$ cat config.mk
export PLATFORM = sky130hd
export DESIGN_NAME = rob_commit
export DESIGN_NICKNAME = d
export VERILOG_FILES = /design/src/rtl/rob_commit_pkg.sv /design/src/rtl/rob_entry_ram.sv /design/src/rtl/rob_commit.sv
export SDC_FILE = /design/constraint.sdc
export NUM_CORES = 1
export LEC_CHECK = 0
export CAP_MARGIN = 40
export CORE_MARGIN = 3
export CORE_UTILIZATION = 25
export CTS_CLUSTER_SIZE = 40
export DETAILED_ROUTE_END_ITERATION = 7
export GPL_TIMING_DRIVEN = 0
export PLACE_DENSITY_LB_ADDON = 0.2
export SLEW_MARGIN = 20
export SYNTH_ARGS = -nofsm -noshare
export SYNTH_HDL_FRONTEND = slang
export SYNTH_SLANG_ARGS = --single-unit
$ cat constraint.sdc
create_clock -name clk -period 9.55 [get_ports clk]
set_input_delay 1.91 -clock clk [delete_from_list [all_inputs] [get_ports clk]]
set_output_delay 1.91 -clock clk [all_outputs]
set_load 0.005 [all_outputs]
$ cat src/rtl/rob_commit_pkg.sv
// Shared defines for the reorder-buffer commit slice.
// Holds entry-kind encodings, register-index and data widths.
package rob_commit_pkg;

    localparam int DATA_WIDTH = 32;
    localparam int REG_W      = 5;
    localparam int MaxReg     = (1 << REG_W) - 1;

    typedef enum logic [1:0] {
        KIND_REG    = 2'd0,
        KIND_BRANCH = 2'd1,
        KIND_STORE  = 2'd2,
        KIND_NODEST = 2'd3
    } rob_kind_e;

endpackage

$ cat src/rtl/rob_entry_ram.sv
// ROB entry storage.
// Write port 1: allocation at alloc_idx (valid=1, ready=0, kind, rd).
// Write port 2: writeback at wb_idx (ready, value, mispredict, target);
//               ignored when the addressed entry is not valid.
// retire_we clears the valid bit of the head entry; clear_all drops every entry.
// Head entry is read combinationally.
// With ROB_OPERAND_FWD_EN defined, two extra combinational read ports
// (q1_idx/q2_idx) return ready/value for operand lookup.
module rob_entry_ram
    import rob_commit_pkg::*;
#(
    parameter int DEPTH = 16,
    parameter int TAG_W = $clog2(DEPTH)
) (
    input  logic                  clk,
    input  logic                  rst,
    input  logic                  clear_all,
    input  logic                  alloc_we,
    input  logic [TAG_W-1:0]      alloc_idx,
    input  rob_kind_e             alloc_kind,
    input  logic [REG_W-1:0]      alloc_rd,
    input  logic                  wb_we,
    input  logic [TAG_W-1:0]      wb_idx,
    input  logic [DATA_WIDTH-1:0] wb_value,
    input  logic                  wb_mispredict,
    input  logic [DATA_WIDTH-1:0] wb_target,
    input  logic                  retire_we,
    input  logic [TAG_W-1:0]      head_idx,
    output logic                  head_valid,
    output logic                  head_ready,
    output rob_kind_e             head_kind,
    output logic [REG_W-1:0]      head_rd,
    output logic [DATA_WIDTH-1:0] head_value,
    output logic                  head_mispredict,
    output logic [DATA_WIDTH-1:0] head_target
`ifdef ROB_OPERAND_FWD_EN
    ,
    input  logic [TAG_W-1:0]      q1_idx,
    input  logic [TAG_W-1:0]      q2_idx,
    output logic                  q1_rdy,
    output logic [DATA_WIDTH-1:0] q1_val,
    output logic                  q2_rdy,
    output logic [DATA_WIDTH-1:0] q2_val
`endif
);

    logic [DEPTH-1:0]      valid;
    logic [DEPTH-1:0]      ready;
    rob_kind_e             kind       [DEPTH];
    logic [REG_W-1:0]      rd         [DEPTH];
    logic [DATA_WIDTH-1:0] value      [DEPTH];
    logic [DEPTH-1:0]      mispredict;
    logic [DATA_WIDTH-1:0] target     [DEPTH];

    logic wb_hit;
    assign wb_hit = wb_we && valid[wb_idx];

    always_ff @(posedge clk) begin
        if (rst || clear_all) begin
            valid <= '0;
            ready <= '0;
        end else begin
            if (retire_we) valid[head_idx] <= 1'b0;
            if (alloc_we) begin
                valid[alloc_idx] <= 1'b1;
                ready[alloc_idx] <= 1'b0;
            end
            if (wb_hit) ready[wb_idx] <= 1'b1;
        end
    end

    // Payload carries no reset: it is only observed through valid/ready.
    always_ff @(posedge clk) begin
        if (alloc_we) begin
            kind[alloc_idx] <= alloc_kind;
            rd[alloc_idx]   <= alloc_rd;
        end
        if (wb_hit) begin
            value[wb_idx]      <= wb_value;
            mispredict[wb_idx] <= wb_mispredict;
            target[wb_idx]     <= wb_target;
        end
    end

    assign head_valid      = valid[head_idx];
    assign head_ready      = ready[head_idx];
    assign head_kind       = kind[head_idx];
    assign head_rd         = rd[head_idx];
    assign head_value      = value[head_idx];
    assign head_mispredict = mispredict[head_idx];
    assign head_target     = target[head_idx];

`ifdef ROB_OPERAND_FWD_EN
    assign q1_rdy = ready[q1_idx];
    assign q1_val = value[q1_idx];
    assign q2_rdy = ready[q2_idx];
    assign q2_val = value[q2_idx];
`endif

endmodule

$ cat src/rtl/rob_commit.sv
// Reorder buffer with in-order commit.
// Allocates entries at the tail, accepts CDB writebacks by tag, and retires
// at most one ready head entry per cycle: register writes go to the register
// file, stores are released to the LSB, mispredicted branches flush everything.
// Ports: clk/rst (sync, active-high), rdy (freeze when low), alloc_* (issue),
//        wb_* (CDB), commit_* / rf_* (register file), store_commit (LSB),
//        flush/flush_pc (all units), count (occupancy).
// Optional: ROB_OPERAND_FWD_EN adds q1/q2 operand lookup ports with CDB bypass.
module rob_commit
    import rob_commit_pkg::*;
#(
    parameter  int DEPTH = 16,
    localparam int TAG_W = $clog2(DEPTH)
) (
    input  logic                  clk,
    input  logic                  rst,
    input  logic                  rdy,
    input  logic                  alloc_valid,
    output logic                  alloc_ready,
    output logic [TAG_W-1:0]      alloc_tag,
    input  logic [1:0]            alloc_kind,
    input  logic [REG_W-1:0]      alloc_rd,
    input  logic                  wb_valid,
    input  logic [TAG_W-1:0]      wb_tag,
    input  logic [DATA_WIDTH-1:0] wb_value,
    input  logic                  wb_mispredict,
    input  logic [DATA_WIDTH-1:0] wb_target,
    output logic                  commit_valid,
    output logic [REG_W-1:0]      commit_rd,
    output logic [DATA_WIDTH-1:0] commit_value,
    input  logic                  rf_busy_commit_rd,
    input  logic [TAG_W-1:0]      rf_reorder_commit_rd,
    output logic                  commit_clear_busy,
    output logic                  store_commit,
    output logic                  flush,
    output logic [DATA_WIDTH-1:0] flush_pc,
    output logic [TAG_W:0]        count
`ifdef ROB_OPERAND_FWD_EN
    ,
    input  logic [TAG_W-1:0]      q1_tag,
    input  logic [TAG_W-1:0]      q2_tag,
    output logic                  q1_ready,
    output logic [DATA_WIDTH-1:0] q1_value,
    output logic                  q2_ready,
    output logic [DATA_WIDTH-1:0] q2_value
`endif
);

    logic [TAG_W-1:0]      head_ptr;
    logic [TAG_W-1:0]      tail_ptr;
    logic [TAG_W:0]        count_nxt;

    logic                  head_valid;
    logic                  head_ready;
    rob_kind_e             head_kind;
    logic [REG_W-1:0]      head_rd;
    logic [DATA_WIDTH-1:0] head_value;
    logic                  head_mispredict;
    logic [DATA_WIDTH-1:0] head_target;

    logic                  commit_fire;
    logic                  alloc_fire;
    logic                  wb_fire;

    assign commit_fire = head_valid && head_ready && rdy && !rst;

    assign flush        = commit_fire && (head_kind == KIND_BRANCH) && head_mispredict;
    assign flush_pc     = flush ? head_target : '0;
    assign commit_valid = commit_fire && (head_kind == KIND_REG);
    assign commit_rd    = head_rd;
    assign commit_value = head_value;
    assign store_commit = commit_fire && (head_kind == KIND_STORE);
    assign commit_clear_busy = commit_valid && rf_busy_commit_rd
                               && (rf_reorder_commit_rd == head_ptr);

    // Capacity is judged on current occupancy; a slot freed by this cycle's
    // commit is not reusable until the next cycle.
    assign alloc_ready = (count < (TAG_W+1)'(DEPTH)) && !flush;
    assign alloc_tag   = tail_ptr;
    assign alloc_fire  = alloc_valid && alloc_ready && rdy && !rst;
    assign wb_fire     = wb_valid && rdy && !flush && !rst;

    assign count_nxt = count + (TAG_W+1)'(alloc_fire) - (TAG_W+1)'(commit_fire);

    always_ff @(posedge clk) begin
        if (rst || flush) begin
            head_ptr <= '0;
            tail_ptr <= '0;
            count    <= '0;
        end else begin
            if (alloc_fire)  tail_ptr <= tail_ptr + 1'b1;
            if (commit_fire) head_ptr <= head_ptr + 1'b1;
            count <= count_nxt;
        end
    end

`ifdef ROB_OPERAND_FWD_EN
    logic                  q1_rdy_ram;
    logic [DATA_WIDTH-1:0] q1_val_ram;
    logic                  q2_rdy_ram;
    logic [DATA_WIDTH-1:0] q2_val_ram;
    logic                  q1_bypass;
    logic                  q2_bypass;

    // A result on the CDB this cycle is forwarded before it lands in the RAM.
    assign q1_bypass = wb_valid && (wb_tag == q1_tag);
    assign q2_bypass = wb_valid && (wb_tag == q2_tag);
    assign q1_ready  = q1_bypass || q1_rdy_ram;
    assign q1_value  = q1_bypass ? wb_value : q1_val_ram;
    assign q2_ready  = q2_bypass || q2_rdy_ram;
    assign q2_value  = q2_bypass ? wb_value : q2_val_ram;
`endif

    rob_entry_ram #(
        .DEPTH (DEPTH),
        .TAG_W (TAG_W)
    ) u_entry_ram (
        .clk             (clk),
        .rst             (rst),
        .clear_all       (flush),
        .alloc_we        (alloc_fire),
        .alloc_idx       (tail_ptr),
        .alloc_kind      (rob_kind_e'(alloc_kind)),
        .alloc_rd        (alloc_rd),
        .wb_we           (wb_fire),
        .wb_idx          (wb_tag),
        .wb_value        (wb_value),
        .wb_mispredict   (wb_mispredict),
        .wb_target       (wb_target),
        .retire_we       (commit_fire),
        .head_idx        (head_ptr),
        .head_valid      (head_valid),
        .head_ready      (head_ready),
        .head_kind       (head_kind),
        .head_rd         (head_rd),
        .head_value      (head_value),
        .head_mispredict (head_mispredict),
        .head_target     (head_target)
`ifdef ROB_OPERAND_FWD_EN
        ,
        .q1_idx          (q1_tag),
        .q2_idx          (q2_tag),
        .q1_rdy          (q1_rdy_ram),
        .q1_val          (q1_val_ram),
        .q2_rdy          (q2_rdy_ram),
        .q2_val          (q2_val_ram)
`endif
    );

endmodule

==> flow_summary.yaml, run 1 <==
worst_setup_path:
  end_kind: "output port"
  worst_path_largest_cell_delay_ps: 660
  critical_path.startpoint_type: "input port"
  worstPathMaxFanout: 10
  crit_path_frequent_cell: "clkdlybuf4s50_1"
  path_cells: "clkdlybuf4s50_1 -> nor2b_1 -> o311a_1 -> nand3_1 -> a22o_1 -> or4b_1 -> inv_2 -> buf_2 -> and2_1 -> clkdlybuf4s50_1"
  required_ps: 7640
  cp_slowest_cell: "or4b_1"
  cp.arrival_ps: 5640
  path_class: "in2out"
cts:
  cts_tree: "yes"
  clk_latency_ps: 750
  numCtsBuffers: 130
  cts.path.max_buffers: 3
  cts_root_buf: "clkbuf_16"
  clk_pin_slew_worst_paths_ps: 60
  cts_hold_buf: 0
  cts_resized: 0
  clock_sinks: 1201
  postCtsSetupBuffers: 0
  htreeDepth: 4
yosys:
  synth_top_area_share: 0.7498
  asyncSetResetFlopFracSynth: 0
  avgSynthCellArea_um2: 23.47
  synthTopCellsByArea: "edfxtp_1 75%, mux4_2 18%, dfxtp_1 2.1%"
  yosysWarnings: 0
  synth_ff_type: "edfxtp_1"
  synth-edff-count: 1152
  syn-cell-area_um2: 46140
  ys_seq_area_frac: 0.7711
  syn_inst: 1966
  ys_types: 44
  synth_fp_nets: 2066
  ys_ff_latch: 1201
  synth_top_area_cell: "edfxtp_1"
sta:
  setup_viol: 0
  tightest_slew_ps: 872.1
  fin_skew_ps: 34.09
  fin_ws_ps: 2004
  setup_tns_ps: 0
  hold_viol: 0
  max_freq_mhz: 132.5
  relSlewSlack: 0.4154
  rsz0062_at_grt: "no"
  period_minus_slack_ps: 7546
  whs_ps: 514.6
  drv_slew: 0
  fin_crit_sh: 0.7901
pwr:
  max-vdd-ir-drop_uv: 146.9
  power_density_nw_per_um2: 188.8
  totalPowerFinal_mw: 10.77
  power_leakage_nw: 17.42
layout:
  drive_gt1_frac: 0.3203
  final_cells: 5034
  synthToLayoutAreaGrowth_pct: 23.66
  nets: 2570
global_routing:
  grt_pass1_wl_um: 183700
  grt_remaining_overflow: 0
  antenna_found_initial: 24
  grt.total_usage: 0.1366
  grt_max_degree: 31
  grt_pass1_vias: 24050
floorplanning:
  initial_core_util: 0.2517
  pin_count: 169
  num_rows: 157
  die_h_um: 435.6
  die_w_um: 435.6
  die_area_um2: 189700
  core_um2: 183300
routing:
  vias: 22470
  vias_per_cell: 4.464
  totalWireLength_um: 130200
  drc: 0
  drt_iter0_drc: 1958
  final_antenna_net_count: 0
  wl_per_cell_um: 25.87
  first_pass_iters: 7
place:
  gp_congestion: 0.8049
  dp_cells: 4799
  portBuffers: 167
  dp_hpwl_um: 92190
  place_ws_ps: 2071
job:
  cap_violations: 0
run_status:
  status: "completed"
min_path:
  hp-class: "reg2reg"
registers in the layout, indices dropped and copies added, names as in the netlist, named ones only:
register,cells
u_entry_ram.kind,32
u_entry_ram.rd,80
u_entry_ram.value,512
u_entry_ram.ready,16
head_ptr,4
u_entry_ram.mispredict,16
count,5
u_entry_ram.target,512
alloc_tag,4
u_entry_ram.valid,16
final cells by class:
class / instances / area (um2)
Timing Repair Buffer: 372 / 3646
Sequential cell: 1201 / 35570
Clock inverter: 77 / 705.7
Clock buffer: 151 / 3353
Fill cell: 17460 / 126200
Tap cell: 2464 / 3083
Antenna cell: 4 / 10.01
Buffer: 108 / 526.8
Multi-Input combinational cell: 643 / 10100
Inverter: 14 / 52.55
logic make-up after synthesis:
logic type / Yosys count / synth area share
AND/OR/NAND/NOR: 175 / 0.01972
AO/OA/AOI/OAI: 65 / 0.009573
buffers and inverters: 122 / 0.01174
XOR/XNOR: 12 / 0.002278
flip-flops: 1201 / 0.7711
multiplexers: 377 / 0.1817
adder cells (fa/ha/maj): 14 / 0.003960
per-layer routing:
layer | GRT usage | wire, um | vias up
met4 | 0.04915 | 4036 | 10
met2 | 0.2277 | 64340 | 648
met1 | 0.1756 | 55200 | 12160
met3 | 0.02917 | 6590 | 222
met5 | 0 | 56 | -
li1 | - | - | 9436
cells in the final DEF, fill, tap and decap left out, types with 13 or more instances in the layout:
master / netlist / final
clkbuf_1: 56 / 64
nor2_1: 24 / 24
clkinv_2: 0 / 23
clkinv_1: 0 / 30
dfxtp_1: 49 / 49
nor3_1: 41 / 29
nand2_1: 35 / 35
buf_2: 13 / 30
buf_6: 9 / 74
a22oi_1: 15 / 15
mux4_2: 368 / 368
clkbuf_2: 0 / 13
clkdlybuf4s50_1: 0 / 167
a211oi_1: 17 / 17
ha_1: 13 / 13
buf_1: 30 / 13
clkbuf_16: 0 / 131
buf_4: 0 / 121
and2_1: 34 / 34
edfxtp_1: 1152 / 1152
inv_1: 13 / 13
o21ai_0: 17 / 17
critical path, delay by kind of cell:
| kind | cells | cell delay [ps] |
|---|---|---|
| compound gates | 2 | 580 |
| buf+inv | 4 | 1610 |
| simple gates | 4 | 1530 |
synth_stat cells, drive strengths merged, types with 8 or more instances:
cell and number:
a211oi 17, a22oi 15, and2 34, and3 11, buf 52, clkbuf 56
dfxtp 49, edfxtp 1152, ha 13, inv 14, mux4 368, nand2 35
nor2 24, nor2b 8, nor3 41, o21ai 17
where the power goes:
group / switching, mW / internal [mW] / leakage (nW) / total (mW)
Combinational: 0.0954 / 0.0573 / 4.68 / 0.153
Sequential: 0.00505 / 5.77 / 10.7 / 5.78
Clock: 2.05 / 2.79 / 1.99 / 4.84
path summary, 6_finish.rpt:
check	from	endpoint	slack, ps	cells after the start
worst max-delay path	rdy	flush_pc[7]	2000	10
worst min-delay path	u_entry_ram.valid[3]	u_entry_ram.valid[3]	510	2
worst max register to register	head_ptr[0]	u_entry_ram.value[10][15]	4670	16
worst min register to register	u_entry_ram.valid[3]	u_entry_ram.valid[3]	510	2
per-stage QoR:
step           utilization  area, um2
2_1_floorplan            -      46140
3_3_place_gp        0.2777      50890
3_5_place_dp        0.2889      52960
4_1_cts             0.3111      57020
5_1_grt             0.3113      57050
6_report            0.3113      57050
Power figures use the tool's default switching activity.
==> inputs of run 2 (changes only) <==
==> constraint.sdc (replaced) <==
create_clock -name clk -period 6.1 [get_ports clk]
set_input_delay 1.22 -clock clk [delete_from_list [all_inputs] [get_ports clk]]
set_output_delay 1.22 -clock clk [all_outputs]
set_load 0.005 [all_outputs]
==> flow_summary.yaml, run 2 (synthesized netlist as in run 1, its figures left out) <==
global_routing:
  grt_remaining_overflow: 0
  antenna_found_initial: 24
  grt_max_degree: 31
  grt_pass1_wl_um: 183700
  grt_pass1_vias: 24050
  grt.total_usage: 0.1366
job:
  cap_violations: 0
floorplanning:
  initial_core_util: 0.2517
  core_um2: 183300
  die_h_um: 435.6
  num_rows: 157
  die_w_um: 435.6
  pin_count: 169
  die_area_um2: 189700
pwr:
  power_density_nw_per_um2: 295.5
  p_sw_mw: 3.358
  seq_power_share: 0.537
  power_leakage_nw: 17.42
  power_frac_comb: 0.014
  clkPwrFrac: 0.449
  swShare: 0.1992
  p_int_mw: 13.50
  max-vdd-ir-drop_uv: 228.5
sta:
  setup_viol: 0
  fin_crit_sh: 0.9790
  fin_skew_ps: 35.32
  hold_viol: 0
  setup_tns_ps: 0
  tightest_slew_ps: 884.1
  relSlewSlack: 0.4074
  rsz0062_at_grt: "no"
  fin_ws_ps: 128.1
  period_minus_slack_ps: 5972
  max_freq_mhz: 167.5
  drv_slew: 0
  whs_ps: 515.8
min_path:
  hp-class: "reg2reg"
cts:
  cts.path.max_buffers: 3
  cts_root_buf: "clkbuf_16"
  cts_tree: "yes"
  numCtsBuffers: 130
  cts_resized: 3
  postCtsSetupBuffers: 0
  clock_sinks: 1201
  clk_latency_ps: 750
  cts_hold_buf: 0
  clk_pin_slew_worst_paths_ps: 60
  htreeDepth: 4
layout:
  layout.area.seq_um2: 35570
  final_cells: 5033
  fill_cells: 17460
  final_common_cell: "edfxtp_1"
  final_cell_mix: "1152 x edfxtp_1, 368 x mux4_2, 167 x clkdlybuf4s50_1, 131 x clkbuf_16, 121 x buf_4"
  design_area_um2: 57050
  drive_gt1_frac: 0.3216
  multi_input_area_um2: 10100
  reg_top3: "u_entry_ram.target: 512 flops, u_entry_ram.value: 512 flops, u_entry_ram.rd: 80 flops"
  synthToLayoutAreaGrowth_pct: 23.66
  nets: 2569
worst_setup_path:
  r2r_slack_ps: 1220
  worst_path_largest_cell_delay_ps: 650
  crit_path_frequent_cell: "clkdlybuf4s50_1"
  path_class: "in2out"
  required_ps: 4880
  path_cells: "clkdlybuf4s50_1 -> nor2b_2 -> o311a_1 -> nand3_1 -> a22o_1 -> or4b_1 -> inv_2 -> buf_2 -> and2_1 -> clkdlybuf4s50_1"
  critical_path.startpoint_type: "input port"
  cp_slowest_cell: "or4b_1"
  cp_top_family: "buffers and inverters"
  end_kind: "output port"
  worstPathMaxFanout: 10
  cp.arrival_ps: 4750
  crit_buf_inv: 4
place:
  portBuffers: 167
  gp_congestion: 0.8049
  place_ws_ps: 0.8140
  dpl_cell_area_um2: 52960
  dp_hpwl_um: 92190
  dp_cells: 4799
routing:
  wl_per_cell_um: 25.88
  final_antenna_net_count: 0
  vias: 22470
  first_pass_iters: 5
  drc: 0
  totalWireLength_um: 130300
  vias_per_cell: 4.465
  drt_iter0_drc: 1756
run_status:
  status: "completed"
run 2: cell type report:
cell class / instances / share of cell area
multi-input cells: 643 / 0.1771
inverters: 14 / 0.0009211
flip-flops and latches: 1201 / 0.6235
diodes: 4 / 0.0001754
clock inverters: 77 / 0.01237
well taps: 2464 / 0.05404
repair buffers: 371 / 0.06371
plain buffers: 108 / 0.009364
clock buffers: 151 / 0.05877
run 2: final timing paths:
| path | endpoint | cells after the start | start |
|---|---|---|---|
| worst min register to register | u_entry_ram.valid[3] | 2 | u_entry_ram.valid[3] |
| worst max register to register | u_entry_ram.value[10][15] | 16 | head_ptr[0] |
| worst min-delay path | u_entry_ram.valid[3] | 2 | u_entry_ram.valid[3] |
| worst max-delay path | flush_pc[28] | 10 | rdy |
run 2: routing by layer:
metal | vias up | share of wire | wire [um] | global-route usage
li1 | 9433 | - | - | -
met1 | 12170 | 0.42 | 55210 | 0.1756
met2 | 641 | 0.49 | 64410 | 0.2277
met3 | 215 | 0.050 | 6559 | 0.02917
met4 | 10 | 0.031 | 4040 | 0.04915
met5 | - | 0.00043 | 56 | 0
run 2: power groups by stage:
stage               sequential [mW]  clock (mW)  combinational (mW)
floorplan                      9.22           0              0.0492
global placement               9.22           0               0.225
detailed placement             9.22           0               0.240
CTS                            9.05        7.81               0.241
global route                   9.04        8.13               0.262
finish                         9.05        7.57               0.240
run 2: metrics by stage:
stage / power [mW] / utilization
after CTS: 17.10 / 0.3111
after floorplan: 9.271 / -
after global placement: 9.445 / 0.2777
final: 16.86 / 0.3113
after global routing: 17.43 / 0.3113
after detailed placement: 9.462 / 0.2889
run 2: worst min-delay path, cell delays in order, from the launching register on:
cell,delay [ps]
dfxtp_1,320
o21ai_0,80
a211oi_1,70
